## config.mk

```make
export PLATFORM = sky130hd
export DESIGN_NAME = pipelined_adder
export DESIGN_NICKNAME = d
export VERILOG_FILES = /design/src/rtl/pipelined_adder_pkg.sv /design/src/rtl/pipelined_adder_segment.sv /design/src/rtl/pipelined_adder.sv
export SDC_FILE = /design/constraint.sdc
export NUM_CORES = 1
export LEC_CHECK = 0
export ABC_CLOCK_PERIOD_IN_PS = 1800
export CORE_UTILIZATION = 51
export CTS_BUF_LIST = sky130_fd_sc_hd__clkbuf_8
export CTS_CLUSTER_SIZE = 10
export DETAILED_ROUTE_END_ITERATION = 16
export PLACE_DENSITY = 0.82
export SLEW_MARGIN = 20
export SYNTH_ARGS = -nofsm -noshare
export SYNTH_HDL_FRONTEND = slang
export SYNTH_SLANG_ARGS = --single-unit
export TNS_END_PERCENT = 20
```

## constraint.sdc

```tcl
create_clock -name clk -period 1.8 [get_ports clk]
set_input_delay 0.27 -clock clk [delete_from_list [all_inputs] [get_ports clk]]
set_output_delay 0.27 -clock clk [all_outputs]
set_load 0.01 [all_outputs]
```

## src/rtl/pipelined_adder_pkg.sv

```systemverilog
// Shared constants and helpers for the pipelined adder.
package pipelined_adder_pkg;

  localparam int DEFAULT_WIDTH = 16;
  localparam int DEFAULT_SEG   = 4;

  function automatic int stage_count(input int width, input int seg);
    return (seg < 1) ? 1 : width / seg;
  endfunction

endpackage

```

## src/rtl/pipelined_adder_segment.sv

```systemverilog
// One SEG-bit combinational ripple slice of the pipelined adder.
module adder_segment
  import pipelined_adder_pkg::*;
#(
  parameter int SEG = DEFAULT_SEG
) (
  input  logic [SEG-1:0] a,
  input  logic [SEG-1:0] b,
  input  logic           cin,
  output logic [SEG-1:0] sum,
  output logic           cout
);

  logic [SEG:0] total;

  assign total       = {1'b0, a} + {1'b0, b} + {{SEG{1'b0}}, cin};
  assign {cout, sum} = total;

endmodule

```

## src/rtl/pipelined_adder.sv

```systemverilog
// Carry-segmented pipelined adder with valid/ready flow control.
// Optional PIPELINED_ADDER_SUB_EN adds a 'sub' input for two's-complement a-b.
module pipelined_adder
  import pipelined_adder_pkg::*;
#(
  parameter int WIDTH = DEFAULT_WIDTH,
  parameter int SEG   = DEFAULT_SEG
) (
  input  logic             clk,
  input  logic             rst_n,
  input  logic [WIDTH-1:0] a,
  input  logic [WIDTH-1:0] b,
  input  logic             cin,
`ifdef PIPELINED_ADDER_SUB_EN
  input  logic             sub,
`endif
  input  logic             in_valid,
  output logic             in_ready,
  output logic [WIDTH-1:0] sum,
  output logic             co,
  output logic             out_valid,
  input  logic             out_ready
);

  localparam int STAGES = stage_count(WIDTH, SEG);
  localparam logic [WIDTH-1:0] SEG_MASK = WIDTH'((64'd1 << SEG) - 64'd1);

  if (SEG < 1 || (WIDTH % SEG) != 0) begin : g_bad_cfg
    $error("pipelined_adder: WIDTH must be a non-zero multiple of SEG");
  end

  logic             adv;
  logic [WIDTH-1:0] b_eff;
  logic             cin_eff;

  logic [STAGES-1:0] vld;
  logic [STAGES-1:0] cry;
  logic [WIDTH-1:0]  opa  [STAGES];
  logic [WIDTH-1:0]  opb  [STAGES];
  logic [WIDTH-1:0]  psum [STAGES];

  logic [WIDTH-1:0] src_a [STAGES];
  logic [WIDTH-1:0] src_b [STAGES];
  logic [WIDTH-1:0] src_s [STAGES];
  logic             src_c [STAGES];
  logic             src_v [STAGES];
  logic [SEG-1:0]   seg_sum [STAGES];
  logic             seg_co  [STAGES];
  logic [WIDTH-1:0] nxt_s   [STAGES];

  // Subtraction folds into the adder as a + ~b + 1 before the first stage.
`ifdef PIPELINED_ADDER_SUB_EN
  assign b_eff   = sub ? ~b : b;
  assign cin_eff = sub ? 1'b1 : cin;
`else
  assign b_eff   = b;
  assign cin_eff = cin;
`endif

  assign out_valid = vld[STAGES-1];
  assign adv       = out_ready || !out_valid;
  assign in_ready  = adv;
  assign sum       = out_valid ? psum[STAGES-1] : '0;
  assign co        = out_valid && cry[STAGES-1];

  for (genvar k = 0; k < STAGES; k++) begin : g_stage
    if (k == 0) begin : g_first
      assign src_a[k] = a;
      assign src_b[k] = b_eff;
      assign src_s[k] = '0;
      assign src_c[k] = cin_eff;
      assign src_v[k] = in_valid;
    end else begin : g_next
      assign src_a[k] = opa[k-1];
      assign src_b[k] = opb[k-1];
      assign src_s[k] = psum[k-1];
      assign src_c[k] = cry[k-1];
      assign src_v[k] = vld[k-1];
    end

    adder_segment #(.SEG(SEG)) u_seg (
      .a    (src_a[k][k*SEG +: SEG]),
      .b    (src_b[k][k*SEG +: SEG]),
      .cin  (src_c[k]),
      .sum  (seg_sum[k]),
      .cout (seg_co[k])
    );

    assign nxt_s[k] = (src_s[k] & ~(SEG_MASK << (k*SEG)))
                    | (WIDTH'(seg_sum[k]) << (k*SEG));
  end

  // The whole pipe moves as one; a stall freezes every stage including the output.
  always_ff @(posedge clk or negedge rst_n) begin
    if (!rst_n) begin
      vld <= '0;
      cry <= '0;
      for (int k = 0; k < STAGES; k++) begin
        opa[k]  <= '0;
        opb[k]  <= '0;
        psum[k] <= '0;
      end
    end else if (adv) begin
      for (int k = 0; k < STAGES; k++) begin
        vld[k]  <= src_v[k];
        cry[k]  <= seg_co[k];
        opa[k]  <= src_a[k];
        opb[k]  <= src_b[k];
        psum[k] <= nxt_s[k];
      end
    end
  end

endmodule

```

==> flow_summary.toml, run 1 <==
[clocking]
clk_path_buf_depth = 2
cts_made_buffers = 9
cts_num_sinks = 96
root_buffer = "clkbuf_8"
cts_tree = "done"
htree_levels = 3
path_clk_slew_ps = 90
insertion_delay_ps = 350

[logic_synthesis]
syn_inst = 460
synth_xor_area_share_pct = 1.25
netlist_top_cells_area = "dfrtp_1, nand2_1, fa_1, ha_1, and2_1"
muxShareOfSynthArea_pct = 0
synth_seq_cells = 96
syn_area_per_cell_um2 = 9.17
ys_warn_count = 0
synth_top_family_by_area = "simple AND/OR/NAND/NOR gates"
yosysTopAreaCell = "dfrtp_1"
synth-seq-area-share_pct = 57.0
syn_area_mm2 = 0.00422
synth_nets = 517
synth-simple-area-share_pct = 25.2
synth_cell_type_count = 24
synth_top_area_share_pct = 57.0
synth_compound_area_share_pct = 4.92
synthAdderAreaFrac_pct = 7.36

[sta]
maxSlewHeadroom_pct = 72.9
fin_skew_ps = 7.74
finalCriticalPeriod_ps = 1700
hold_slack_ps = 379
rsz0062_at_grt = "no"
period_share_pct = 94.7
setup_violations = 0
clock.fmax_mhz = 587
slew_viol_final = 0
hold_viol_final = 0
tightest_slew_ps = 407

[floorplanning]
initial_core_util_pct = 53.7
die_width_um = 92.9
dieArea_mm2 = 0.00864
fp.dieH_um = 92.9
rows = 32
core_mm2 = 0.00785
io_pins = 56

[outcome]
status = "finished, final reports clean"

[placed_design]
postPlaceCellArea_mm2 = 0.00492
hpwl_um = 5580
port_buffers = 55
gp_congestion = 0.768

[pwr]
p_leak_uw = 0.00268
power_density_mw_per_mm2 = 1570
fin_total_pwr_uw = 8040
ir_drop_uv = 573

[global_route]
grt_pass1_vias = 3144
grt_overflow_total = 0
grt_max_degree = 58
grt_pass1_wl_um = 14000
grt_use_total_pct = 20.9
antenna_found_initial = 0

[layout]
drive_gt1_share_pct = 6.30
antenna_cells = 0
layout_common_cells = "nand2_1, dfrtp_1, clkdlybuf4s50_1"
final_area_mm2 = 0.00511
layout_commonest_cell = "nand2_1"
syn2layout_area_growth_pct = 21.2
layout.nets = 576

[drt]
vias_per_cell = 4.93
antenna_left = 0
wirelength_um = 7790
first_pass_iters = 4
wl_per_cell_um = 12.4
drt-initial-drc-count = 238
via_count = 3084
drc = 0

[setup_path]
cp_max_fo = 2
slowest_stage = "dfrtp_1"
cp-end-kind = "flip-flop"
required_ps = 2040
worstPathArrival_ps = 1940
cpPeakStageDelay_ps = 410
criticalPathCategory = "reg -> reg"
path_cells = "fa_2 -> fa_2 -> a21o_1 -> a21oi_1 -> a21oi_1"
setup.worst_path.start_class = "flip-flop"

[job]
maxCapViolCount = 0

[worst_hold_path]
min_path_type = "in -> async"
==> cells in the mapped netlist <==
cell and count:
fa_1 8, and2b_1 1, a22oi_1 1, o31ai_1 2, xnor2_1 2, dfrtp_1 96, buf_2 7, a21o_1 4
buf_4 9, and2_1 17, nand2b_1 1, ha_1 12, buf_6 1, nor2b_1 4, o21ai_0 12, nand2_1 231
inv_2 1, xor2_1 4, nor2_1 11, nor3_1 2, clkbuf_1 5, a21oi_1 13, inv_1 12, o21a_1 4
==> metrics by stage <==
stage	setup WS (ps)	utilization, %	std cells	setup TNS [ps]
3_5_place_dp	-169	62.7	608	-549
4_1_cts	39.0	65.1	626	0
6_report	95.3	65.1	626	0
2_1_floorplan	94.2	-	460	0
5_1_grt	29.9	65.1	626	0
3_3_place_gp	-119	62.7	608	-347
==> power breakdown <==
part           internal [uW]  leakage [uW]  switching, uW
clock network            621      0.000104            699
logic                   1430       0.00142           1650
registers               3090       0.00116            548
total                   5150       0.00268           2900
==> registers in the layout (all words and copies together) (netlist names) <==
register and cells:
opb 24, psum 40, opa 24, vld 4, cry 4
==> critical path: cells and delay by family, from the launching register on <==
family	cells	cell delay [ps]
adders and majority gates	2	760
AOI/OAI and AO/OA	3	410
DFF	1	410
==> metal layers <==
layer  vias to the layer above  wire [um]  GRT usage, %
li1                       1535          -             -
met1                      1460       3350          26.4
met2                        78       4030          35.7
met3                        11        315          3.53
met4                         0         96          8.59
met5                         -          0             0
==> final timing paths <==
| check | to | cells after the start | slack (ps) | startpoint |
|---|---|---|---|---|
| worst max register to register | cry[3]$_DFFE_PN0P_ | 5 | 100 | cry[2]$_DFFE_PN0P_ |
| worst min-delay path | opb[56]$_DFFE_PN0P_ | 2 | 380 | rst_n |
| max in group asynchronous | opa[59]$_DFFE_PN0P_ | 3 | 830 | rst_n |
| worst min register to register | psum[10]$_DFFE_PN0P_ | 2 | 460 | psum[10]$_DFFE_PN0P_ |
| worst max-delay path | cry[3]$_DFFE_PN0P_ | 5 | 100 | cry[2]$_DFFE_PN0P_ |
| min in group clk | opb[55]$_DFFE_PN0P_ | 3 | 440 | b[7] |
==> cell families after synthesis <==
| family | after synthesis |
|---|---|
| buf+inv | 35 |
| xor+xnor | 6 |
| fa+ha+maj | 20 |
| flops | 96 |
| compound gates | 36 |
| simple gates | 267 |
==> repair_timing <==
item | 4_1_cts | 5_1_grt
gates resized for setup | 20 | 3
hold buffers | 1 | 0
hold endpoints to repair | 28 | 0
pin swaps | 0 | 0
setup buffers | 1 | 0
endpoints found under the setup margin | 16 | 2
==> final cells by class <==
cell class,instances,area [um^2]
timing repair buffer,70,707
sequential,96,2400
inverter,13,48.8
clock buffer,9,124
clock inverter,7,57.6
multi-input combinational,329,1650
fill,656,2740
tap,102,128
No activity file was read; power rests on OpenSTA's default activity.
==> run 2, diff against run 1 <==
- CAP_MARGIN: not set -> 20
==> results of run 2 <==
The final DEF is identical to that of run 1; final timing and power are the same.
==> patch, RTL diff (config.mk and constraints of run 2) <==
The option `PIPELINED_ADDER_SUB_EN` is turned on by a define.
--- a/src/rtl/pipelined_adder.sv
+++ b/src/rtl/pipelined_adder.sv
@@ -1,4 +1,6 @@
 // Carry-segmented pipelined adder with valid/ready flow control.
 // Optional PIPELINED_ADDER_SUB_EN adds a 'sub' input for two's-complement a-b.
+`define PIPELINED_ADDER_SUB_EN
+
 module pipelined_adder
   import pipelined_adder_pkg::*;
Ports: changed (added sub); port bits go from 56 to 57. No check against the original RTL was run, so the function may have changed too.
==> patch against run 2 <==
Design area up 4.0%; power rose by 7.8%; clock power is 39% higher; sequential cell count unchanged; routed wire length rose by 1.8%; worst hold slack improved by 0.042 ns; worst setup slack improved by 0.0052 ns; synthesized area rose by 3.0%; critical endpoint is now out_valid; highest routed layer unchanged.
==> patch: results (changes against run 2) <==
| Metric | Value |
|---|---|
| Final wirelength | `7930 um (was 7790 um)` |
| # fillers | `682 (was 656)` |
| Tmin final | `1.70 ns (about the same)` |
| Crit path to | `out_valid (was cry[3])` |
| Post-Synth XOR/XNOR Area | `4.03% (was 1.25%)` |
| Detailed Route Iter0 Violations | `155 (was 238)` |
| Routed metal-1 wirelength | `3510 um (was 3350 um)` |
| Most instantiated cells after synthesis | `nand2_1, dfrtp_1, o21ai_0, and2_1 (was nand2_1, dfrtp_1, and2_1, a21oi_1)` |
| Leak | `2.68 nW (about the same)` |
| Wire length on met3 | `264 um (was 315 um)` |
| Reg area | `0.00240 sq mm (unchanged)` |
| Hold WS | `0.420 ns (was 0.379 ns)` |
| Netlist cell types | `25 (was 24)` |
| Crit path max fanout | `10 (was 2)` |
| Setup bufs post-CTS | `0 (was 1)` |
| Routed length on met2 | `4050 um (was 4030 um)` |
| Adder-cell share of the synthesized area | `7.14% (was 7.36%)` |
| Met3 Track Usage GR | `3.64% (was 3.53%)` |
| Cell family with most CP delay | `buffers and inverters (was adder cells)` |
| GR Util All Layers | `20.3% (was 20.9%)` |
| Mean Syn Cell Area | `9.26 sq um (was 9.17 sq um)` |
| Largest net degree at the start of global routing | `71 (was 58)` |
| DP Area | `0.00505 sq mm (was 0.00492 sq mm)` |
| Synth area leaders | `dfrtp_1, nand2_1, fa_1, ha_1, o21ai_0 (was dfrtp_1, nand2_1, fa_1, ha_1, and2_1)` |
| Post-synthesis compound-gate area fraction | `6.22% (was 4.92%)` |
| Status | `finished clean (unchanged)` |
| Nets@finish | `585 (was 576)` |
| Max stage delay on crit path | `0.53 ns (was 0.41 ns)` |
| Share of cells above drive strength 1 | `7.14% (was 6.30%)` |
| Peak VDD IR | `661 uV (was 573 uV)` |
| Met2 Usage GRT | `34.6% (was 35.7%)` |
| Vias per cell | `4.95 (was 4.93)` |
| PortBufs | `56 (was 55)` |
| Rel. slew slack | `65.9% (was 72.9%)` |
| CP Launch Point | `vld[3] (was cry[2])` |
| Post-DP HPWL | `5730 um (was 5580 um)` |
| RD Place Congestion | `0.878 (was 0.768)` |
| First-pass GRT wire length | `13700 um (was 14000 um)` |
| CP arrival | `1.43 ns (was 1.94 ns)` |
| Worst r2r dst | `cry[3] (unchanged)` |
| Met1 Use GR | `25.4% (was 26.4%)` |
| Crit-path slowest cell | `clkdlybuf4s50_1 (was dfrtp_1)` |
## patch: changes by cell type after synthesis, sizes merged, moves of 2 or more
cell / change
o21ai: +15
nand2: -24
xnor2: +11
clkbuf: +2
nor2: +2
xor2: +3
## patch: logic make-up after synthesis
family | count (synthesis)
buffers and inverters | 38
AOI/OAI and AO/OA | 49
adders and majority gates | 20
and+or+nand+nor | 246
xor gates and xnor gates | 20
DFF | 96
## patch: where the power goes
part | switching, mW | internal (mW) | total (mW)
combinational | 1.70 | 1.46 | 3.16
sequential | 0.552 | 3.12 | 3.67
clock | 0.727 | 1.11 | 1.84
## patch: final cells by class
cell class | instances | area share (%)
Timing Repair Buffer | 71 | 13.2
Clock buffer | 10 | 2.59
Inverter | 14 | 0.988
Clock inverter | 6 | 2.59
Sequential cell | 96 | 45.2
Tap cell | 105 | 2.47
Multi-Input combinational cell | 335 | 33.0
